<file path="config.mk">
export PLATFORM = sky130hd
export DESIGN_NAME = shift_reg_seq
export DESIGN_NICKNAME = d
export VERILOG_FILES = /design/src/rtl/shift_reg_pkg.sv /design/src/rtl/shift_step_unit.sv /design/src/rtl/shift_reg_seq.sv
export SDC_FILE = /design/constraint.sdc
export NUM_CORES = 1
export LEC_CHECK = 0
export BUFFER_PORTS_ARGS = -buffer_cell sky130_fd_sc_hd__clkbuf_2
export CORE_UTILIZATION = 54
export CTS_BUF_LIST = sky130_fd_sc_hd__clkbuf_2 sky130_fd_sc_hd__clkbuf_4 sky130_fd_sc_hd__clkbuf_8
export DETAILED_ROUTE_END_ITERATION = 7
export GPL_TIMING_DRIVEN = 0
export MAX_ROUTING_LAYER = met4
export PLACE_DENSITY = 0.82
export SYNTH_ARGS = -nofsm -noshare
export SYNTH_HDL_FRONTEND = slang
export SYNTH_SLANG_ARGS = --single-unit
</file>
<file path="constraint.sdc">
create_clock -name clk -period 2.5 [get_ports clk]
set_input_delay 0.5 -clock clk [delete_from_list [all_inputs] [get_ports clk]]
set_output_delay 0.5 -clock clk [all_outputs]
set_load 0.01 [all_outputs]
</file>
<file path="src/rtl/shift_reg_pkg.sv">
// Shared types for the command-driven universal shift register: opcodes and FSM states.
package shift_reg_pkg;

  typedef enum logic [2:0] {
    OP_LOAD = 3'd0,
    OP_SHL  = 3'd1,
    OP_SHR  = 3'd2,
    OP_ASR  = 3'd3,
    OP_ROL  = 3'd4,
    OP_ROR  = 3'd5
  } op_e;

  localparam logic [1:0] ST_IDLE = 2'd0;
  localparam logic [1:0] ST_RUN  = 2'd1;
  localparam logic [1:0] ST_DONE = 2'd2;

endpackage

</file>
<file path="src/rtl/shift_step_unit.sv">
// Combinational single-step shifter: applies one shift/rotate of s bits (0..STEP) to value.
module shift_step_unit
  import shift_reg_pkg::*;
#(
  parameter int WIDTH = 16,
  parameter int STEP  = 1,
  parameter int SW    = $clog2(STEP + 1)
) (
  input  logic [WIDTH-1:0] value,
  input  op_e              op,
  input  logic [SW-1:0]    s,
  input  logic             sin,
  output logic [WIDTH-1:0] next_value,
  output logic             out_bit
);

  logic [WIDTH-1:0] ones;
  logic [WIDTH-1:0] lo_sh;
  logic [WIDTH-1:0] hi_sh;

  // lo_sh[0] is the last bit leaving the LSB side, hi_sh[0] the last leaving the MSB side
  assign ones  = {WIDTH{1'b1}};
  assign lo_sh = value >> (int'(s) - 1);
  assign hi_sh = value >> (WIDTH - int'(s));

  always_comb begin
    next_value = value;
    out_bit    = 1'b0;
    case (op)
      OP_SHL: begin
        next_value = (value << s) | (sin ? ~(ones << s) : '0);
        out_bit    = hi_sh[0];
      end
      OP_SHR: begin
        next_value = (value >> s) | (sin ? ~(ones >> s) : '0);
        out_bit    = lo_sh[0];
      end
      OP_ASR: begin
        next_value = $signed(value) >>> s;
        out_bit    = lo_sh[0];
      end
      OP_ROL: begin
        next_value = (value << s) | (value >> (WIDTH - int'(s)));
        out_bit    = hi_sh[0];
      end
      OP_ROR: begin
        next_value = (value >> s) | (value << (WIDTH - int'(s)));
        out_bit    = lo_sh[0];
      end
      default: begin
        next_value = value;
        out_bit    = 1'b0;
      end
    endcase
  end

endmodule

</file>
<file path="src/rtl/shift_reg_seq.sv">
// Command-driven universal shift register: accepts LOAD/shift/rotate commands over valid/ready
// and executes shifts at up to STEP bits per enabled cycle, then pulses done for one cycle.
module shift_reg_seq
  import shift_reg_pkg::*;
#(
  parameter int WIDTH = 16,
  parameter int STEP  = 1,
  parameter int AMT_W = $clog2(WIDTH + 1)
) (
  input  logic             clk,
  input  logic             reset,
  input  logic             enable,
  input  logic             cmd_valid,
  output logic             cmd_ready,
  input  logic [2:0]       cmd_op,
  input  logic [AMT_W-1:0] cmd_amt,
  input  logic [WIDTH-1:0] cmd_data,
  input  logic             sin,
  output logic [WIDTH-1:0] data_out,
  output logic             sout,
  output logic             busy,
  output logic             done,
  output logic             err
);

  localparam int SW = $clog2(STEP + 1);

  logic [1:0]       state_q, state_d;
  op_e              op_q, op_d;
  logic [AMT_W-1:0] rem_q, rem_d;
  logic [WIDTH-1:0] data_q, data_d;
  logic             sout_q, sout_d;
  logic             err_q, err_d;

  logic [AMT_W-1:0] amt_clamp;
  logic [AMT_W-1:0] amt_mod;
  logic [SW-1:0]    s;
  logic [WIDTH-1:0] step_value;
  logic             step_out;

  // cmd_amt never exceeds 2*WIDTH-1, so one conditional subtract yields amt mod WIDTH
  assign amt_clamp = (cmd_amt > AMT_W'(WIDTH)) ? AMT_W'(WIDTH) : cmd_amt;
  assign amt_mod   = (cmd_amt >= AMT_W'(WIDTH)) ? cmd_amt - AMT_W'(WIDTH) : cmd_amt;
  assign s         = (rem_q < AMT_W'(STEP)) ? SW'(rem_q) : SW'(STEP);

  shift_step_unit #(
    .WIDTH (WIDTH),
    .STEP  (STEP)
  ) u_step (
    .value      (data_q),
    .op         (op_q),
    .s          (s),
    .sin        (sin),
    .next_value (step_value),
    .out_bit    (step_out)
  );

  always_comb begin
    state_d = state_q;
    op_d    = op_q;
    rem_d   = rem_q;
    data_d  = data_q;
    sout_d  = sout_q;
    err_d   = err_q;
    case (state_q)
      ST_IDLE: begin
        if (cmd_valid) begin
          op_d  = op_e'(cmd_op);
          err_d = 1'b0;
          case (cmd_op)
            OP_LOAD: begin
              data_d  = cmd_data;
              state_d = ST_DONE;
            end
            OP_SHL, OP_SHR, OP_ASR: begin
              rem_d   = amt_clamp;
              state_d = (amt_clamp == '0) ? ST_DONE : ST_RUN;
            end
            OP_ROL, OP_ROR: begin
              rem_d   = amt_mod;
              state_d = (amt_mod == '0) ? ST_DONE : ST_RUN;
            end
            default: begin
              err_d   = 1'b1;
              state_d = ST_DONE;
            end
          endcase
        end
      end
      ST_RUN: begin
        if (enable) begin
          data_d = step_value;
          sout_d = step_out;
          rem_d  = rem_q - AMT_W'(s);
          if (rem_d == '0) state_d = ST_DONE;
        end
      end
      ST_DONE: begin
        state_d = ST_IDLE;
        err_d   = 1'b0;
      end
      default: state_d = ST_IDLE;
    endcase
  end

  always_ff @(posedge clk or posedge reset) begin
    if (reset) begin
      state_q <= ST_IDLE;
      op_q    <= OP_LOAD;
      rem_q   <= '0;
      data_q  <= '0;
      sout_q  <= 1'b0;
      err_q   <= 1'b0;
    end else begin
      state_q <= state_d;
      op_q    <= op_d;
      rem_q   <= rem_d;
      data_q  <= data_d;
      sout_q  <= sout_d;
      err_q   <= err_d;
    end
  end

  assign cmd_ready = (state_q == ST_IDLE);
  assign busy      = (state_q != ST_IDLE);
  assign done      = (state_q == ST_DONE);
  assign err       = done & err_q;
  assign data_out  = data_q;
  assign sout      = sout_q;

endmodule

</file>
==> reports/metrics.json <==
{
  "status": {
    "status": "finished, final reports clean"
  },
  "min_path": {
    "min-delay-path-class": "in -> async"
  },
  "detailed_routing": {
    "maxUsedRoutingLayer": "met4",
    "detail_route.vias_per_cell": 5.789,
    "drt_first_iter_violations": 70,
    "dr_wl_met3_um": 158,
    "routedWlPerCell_um": 14.95,
    "drtPass1Iterations": 4,
    "wirelength_um": 4245,
    "vias": 1644,
    "drtAntennaViolNets": 0,
    "route.layer.met1.wl_um": 1984,
    "route.met2.wl_um": 2058,
    "drc_markers": 0
  },
  "worst_setup_path": {
    "path_delay_family": "compound AO/OA/AOI/OAI gates",
    "cp_data_arrival_time_ns": 2.33,
    "critical_path.n_buffers_inverters": 0,
    "critPathMaxFanout": 7,
    "setup.worst_path.end_class": "register",
    "timing.critical_path.slowest_stage_cell": "sky130_fd_sc_hd__a2111oi_0",
    "timing.setup.critical_path_class": "reg -> reg",
    "timing.critical_path.from_type": "register",
    "timing.critical_path.slowest_cell_delay_ns": 0.49,
    "cp.required_ns": 2.77,
    "crit_chain": "nor4_1 > nor2_1 > ha_1 > xor2_1 > a2111oi_0 > nand2_1 > o21ai_0"
  },
  "logic_synthesis": {
    "synth-async-reset-ratio_pct": 100.0,
    "synth_enable_flop_cells": 0,
    "syn-cell-area_mm2": 0.001869,
    "synth_sequential_area_ratio_pct": 37.48,
    "synthesized_flop_and_latch_total": 28,
    "adder_and_majority_cell_fraction_of_the_synthesized_area_pct": 1.339,
    "synth_xor_xnor_area_share_pct": 0.9371,
    "netlist-cell-type-count": 41,
    "synth-warning-count": 0,
    "net_count_after_synthesis": 218,
    "synth_compound_gate_area_share_pct": 28.78,
    "dominantRegCellSynth": "sky130_fd_sc_hd__dfrtp_1",
    "simple_gate_portion_of_the_synthesized_area_pct": 15.26,
    "synthesis.area_per_instance_um2": 9.996,
    "post_synth_mux_area_share_pct": 10.84,
    "dominant_combinational_cell_family_by_area_after_synthesis": "compound AO/OA/AOI/OAI gates",
    "synthesis.instances": 187
  },
  "timing": {
    "layout_worst_path_cycle_share_pct": 82.33,
    "finalSetupViolCount": 0,
    "grt_setup_unrepaired": "false",
    "hold_viol_final": 0,
    "max_freq_mhz": 485.8,
    "worstMarginPinSlew_ns": 1.071,
    "slew_headroom_pct": 28.51,
    "setup_slack_ns": 0.4417,
    "slew_violations": 0,
    "finalSetupTns_ns": 0,
    "fin_skew_ns": 0.01340,
    "min_period_ns": 2.058
  },
  "clock_tree": {
    "clk_latency_ns": 0.34,
    "tritoncts_clock_tree": "yes",
    "postCtsResizedCells": 0,
    "htreeDepth": 1,
    "clk_transition_reported_paths_ns": 0.16,
    "holdBufCountCts": 0,
    "ctsLongestPathBuffers": 2,
    "clkSinkCount": 28,
    "number_of_buffers_inserted_during_clock_tree_synthesis": 3,
    "root_buffer": "sky130_fd_sc_hd__clkbuf_4",
    "postCtsSetupBuffers": 0
  },
  "cells_and_area": {
    "layout.cells.most_common": "sky130_fd_sc_hd__clkbuf_2",
    "fillers": 268,
    "synthToLayoutAreaGrowth_pct": 18.88,
    "antenna_cells": 0,
    "post_route_cells_drive_above_1_share_pct": 39.17,
    "num-nets-final": 272,
    "finalInstanceArea_mm2": 0.002222,
    "final_cell_mix": "sky130_fd_sc_hd__clkbuf_2 (49), sky130_fd_sc_hd__dfrtp_1 (28), sky130_fd_sc_hd__mux2_2 (18)"
  },
  "die": {
    "die_x_um": 60.84,
    "initial_utilization_pct": 58.82,
    "io_pins": 50,
    "fp.dieH_um": 60.84,
    "die-area_mm2": 0.003701,
    "fp-row-count": 20,
    "core-area_mm2": 0.003178
  },
  "placed_design": {
    "io_buffers": 49,
    "placed_cell_area_mm2": 0.002170,
    "finalWeightedCongestion": 0.8436,
    "place_worst_setup_slack_ns": 0.3399,
    "dp_hpwl_um": 3140
  },
  "power": {
    "ir_drop_mv": 0.7048,
    "power_leakage_nw": 0.9688,
    "power_per_cell_area_mw_per_mm2": 1394
  },
  "global_routing": {
    "number_of_antenna_violations_at_the_first_check_in_global_routing": 0,
    "gr-usage-all-layers_pct": 26.03,
    "gr-total-overflow": 0,
    "grt_pass1_vias": 1558,
    "grt_max_degree": 29,
    "grt_pass1_wl_um": 6927
  },
  "run": {
    "maxCapViolations": 0
  }
}
==> synthesized netlist by cell type, types with 2 or more instances <==
cell                        instances  area share, %
sky130_fd_sc_hd__nor4_1             2           0.67
sky130_fd_sc_hd__nand2_1           14            2.8
sky130_fd_sc_hd__clkbuf_1           3           0.60
sky130_fd_sc_hd__a2bb2oi_1          5            2.3
sky130_fd_sc_hd__nor2b_1            4            1.3
sky130_fd_sc_hd__nor3_1             2           0.54
sky130_fd_sc_hd__nand3b_1           2           0.80
sky130_fd_sc_hd__a21oi_1           15            4.0
sky130_fd_sc_hd__xor2_1             2           0.94
sky130_fd_sc_hd__a22oi_1            2           0.80
sky130_fd_sc_hd__o2bb2ai_1          2           0.94
sky130_fd_sc_hd__inv_1              6            1.2
sky130_fd_sc_hd__ha_1               2            1.3
sky130_fd_sc_hd__a2bb2oi_2          9            7.2
sky130_fd_sc_hd__buf_2              7            1.9
sky130_fd_sc_hd__o31ai_1            2           0.80
sky130_fd_sc_hd__nand2b_1           5            1.7
sky130_fd_sc_hd__nor2_1             7            1.4
sky130_fd_sc_hd__mux2_2            18             11
sky130_fd_sc_hd__o22ai_1           15            5.0
sky130_fd_sc_hd__and2_1             3            1.0
sky130_fd_sc_hd__o21ai_0           12            3.2
sky130_fd_sc_hd__dfrtp_1           28             37
sky130_fd_sc_hd__nand4b_1           3            1.4
==> through the flow <==
stage | power [mW] | cells | hold slack, ns | util (%)
global placement | 2.742 | 280 | 0.4634 | 68.27
global route | 3.341 | 284 | 0.3927 | 69.92
detailed placement | 2.796 | 280 | 0.4753 | 68.27
floorplan | 2.320 | 187 | 0.4694 | -
finish | 3.097 | 284 | 0.3747 | 69.92
CTS | 3.099 | 284 | 0.4034 | 69.92
==> report_power, final <==
part           total [mW]  internal [mW]  switching, mW  leakage [nW]
clock network       0.302          0.162          0.140        0.0279
registers           0.902          0.668          0.234         0.320
logic                1.89          0.921          0.972         0.621
total                3.10           1.75           1.35         0.969
==> path summary, 6_finish.rpt <==
path / from / slack, ns / to / depth (start not counted)
worst min register to register: sout / 0.50 / sout / 2
worst max-delay path: rem_q[2] / 0.44 / state_q[1] / 7
worst max register to register: rem_q[2] / 0.44 / state_q[1] / 7
max in group asynchronous: reset / 1.47 / data_out[2] / 2
worst min-delay path: reset / 0.37 / rem_q[3] / 2
min in group clk: cmd_op[0] / 0.40 / op_q[0] / 2
==> kinds of logic (layout without fill, tap and decap cells) <==
family          count (synthesis)  in the layout
flops                          28             28
xor+xnor                        2              2
buf+inv                        18             71
fa+ha+maj                       2              2
simple gates                   49             49
mux                            18             18
compound gates                 70             70
==> per-layer routing <==
metal  vias to the layer above  GRT usage (%)
met4                         0          6.818
met2                        39          42.70
li1                        807              -
met5                         -              -
met1                       793          34.77
met3                         5          2.132
==> cell type report <==
cell class                 count  area [um^2]  share of cell area, %
clock buffer                   3        22.52                  1.014
inverter                       6        22.52                  1.014
tap                           44        55.05                  2.477
clock inverter                 1        30.03                  1.351
timing repair buffer          49        245.2                  11.04
buffer                        12        77.57                  3.491
multi-input combinational    141         1069                  48.09
sequential                    28        700.7                  31.53
Power figures use the tool's default switching activity.
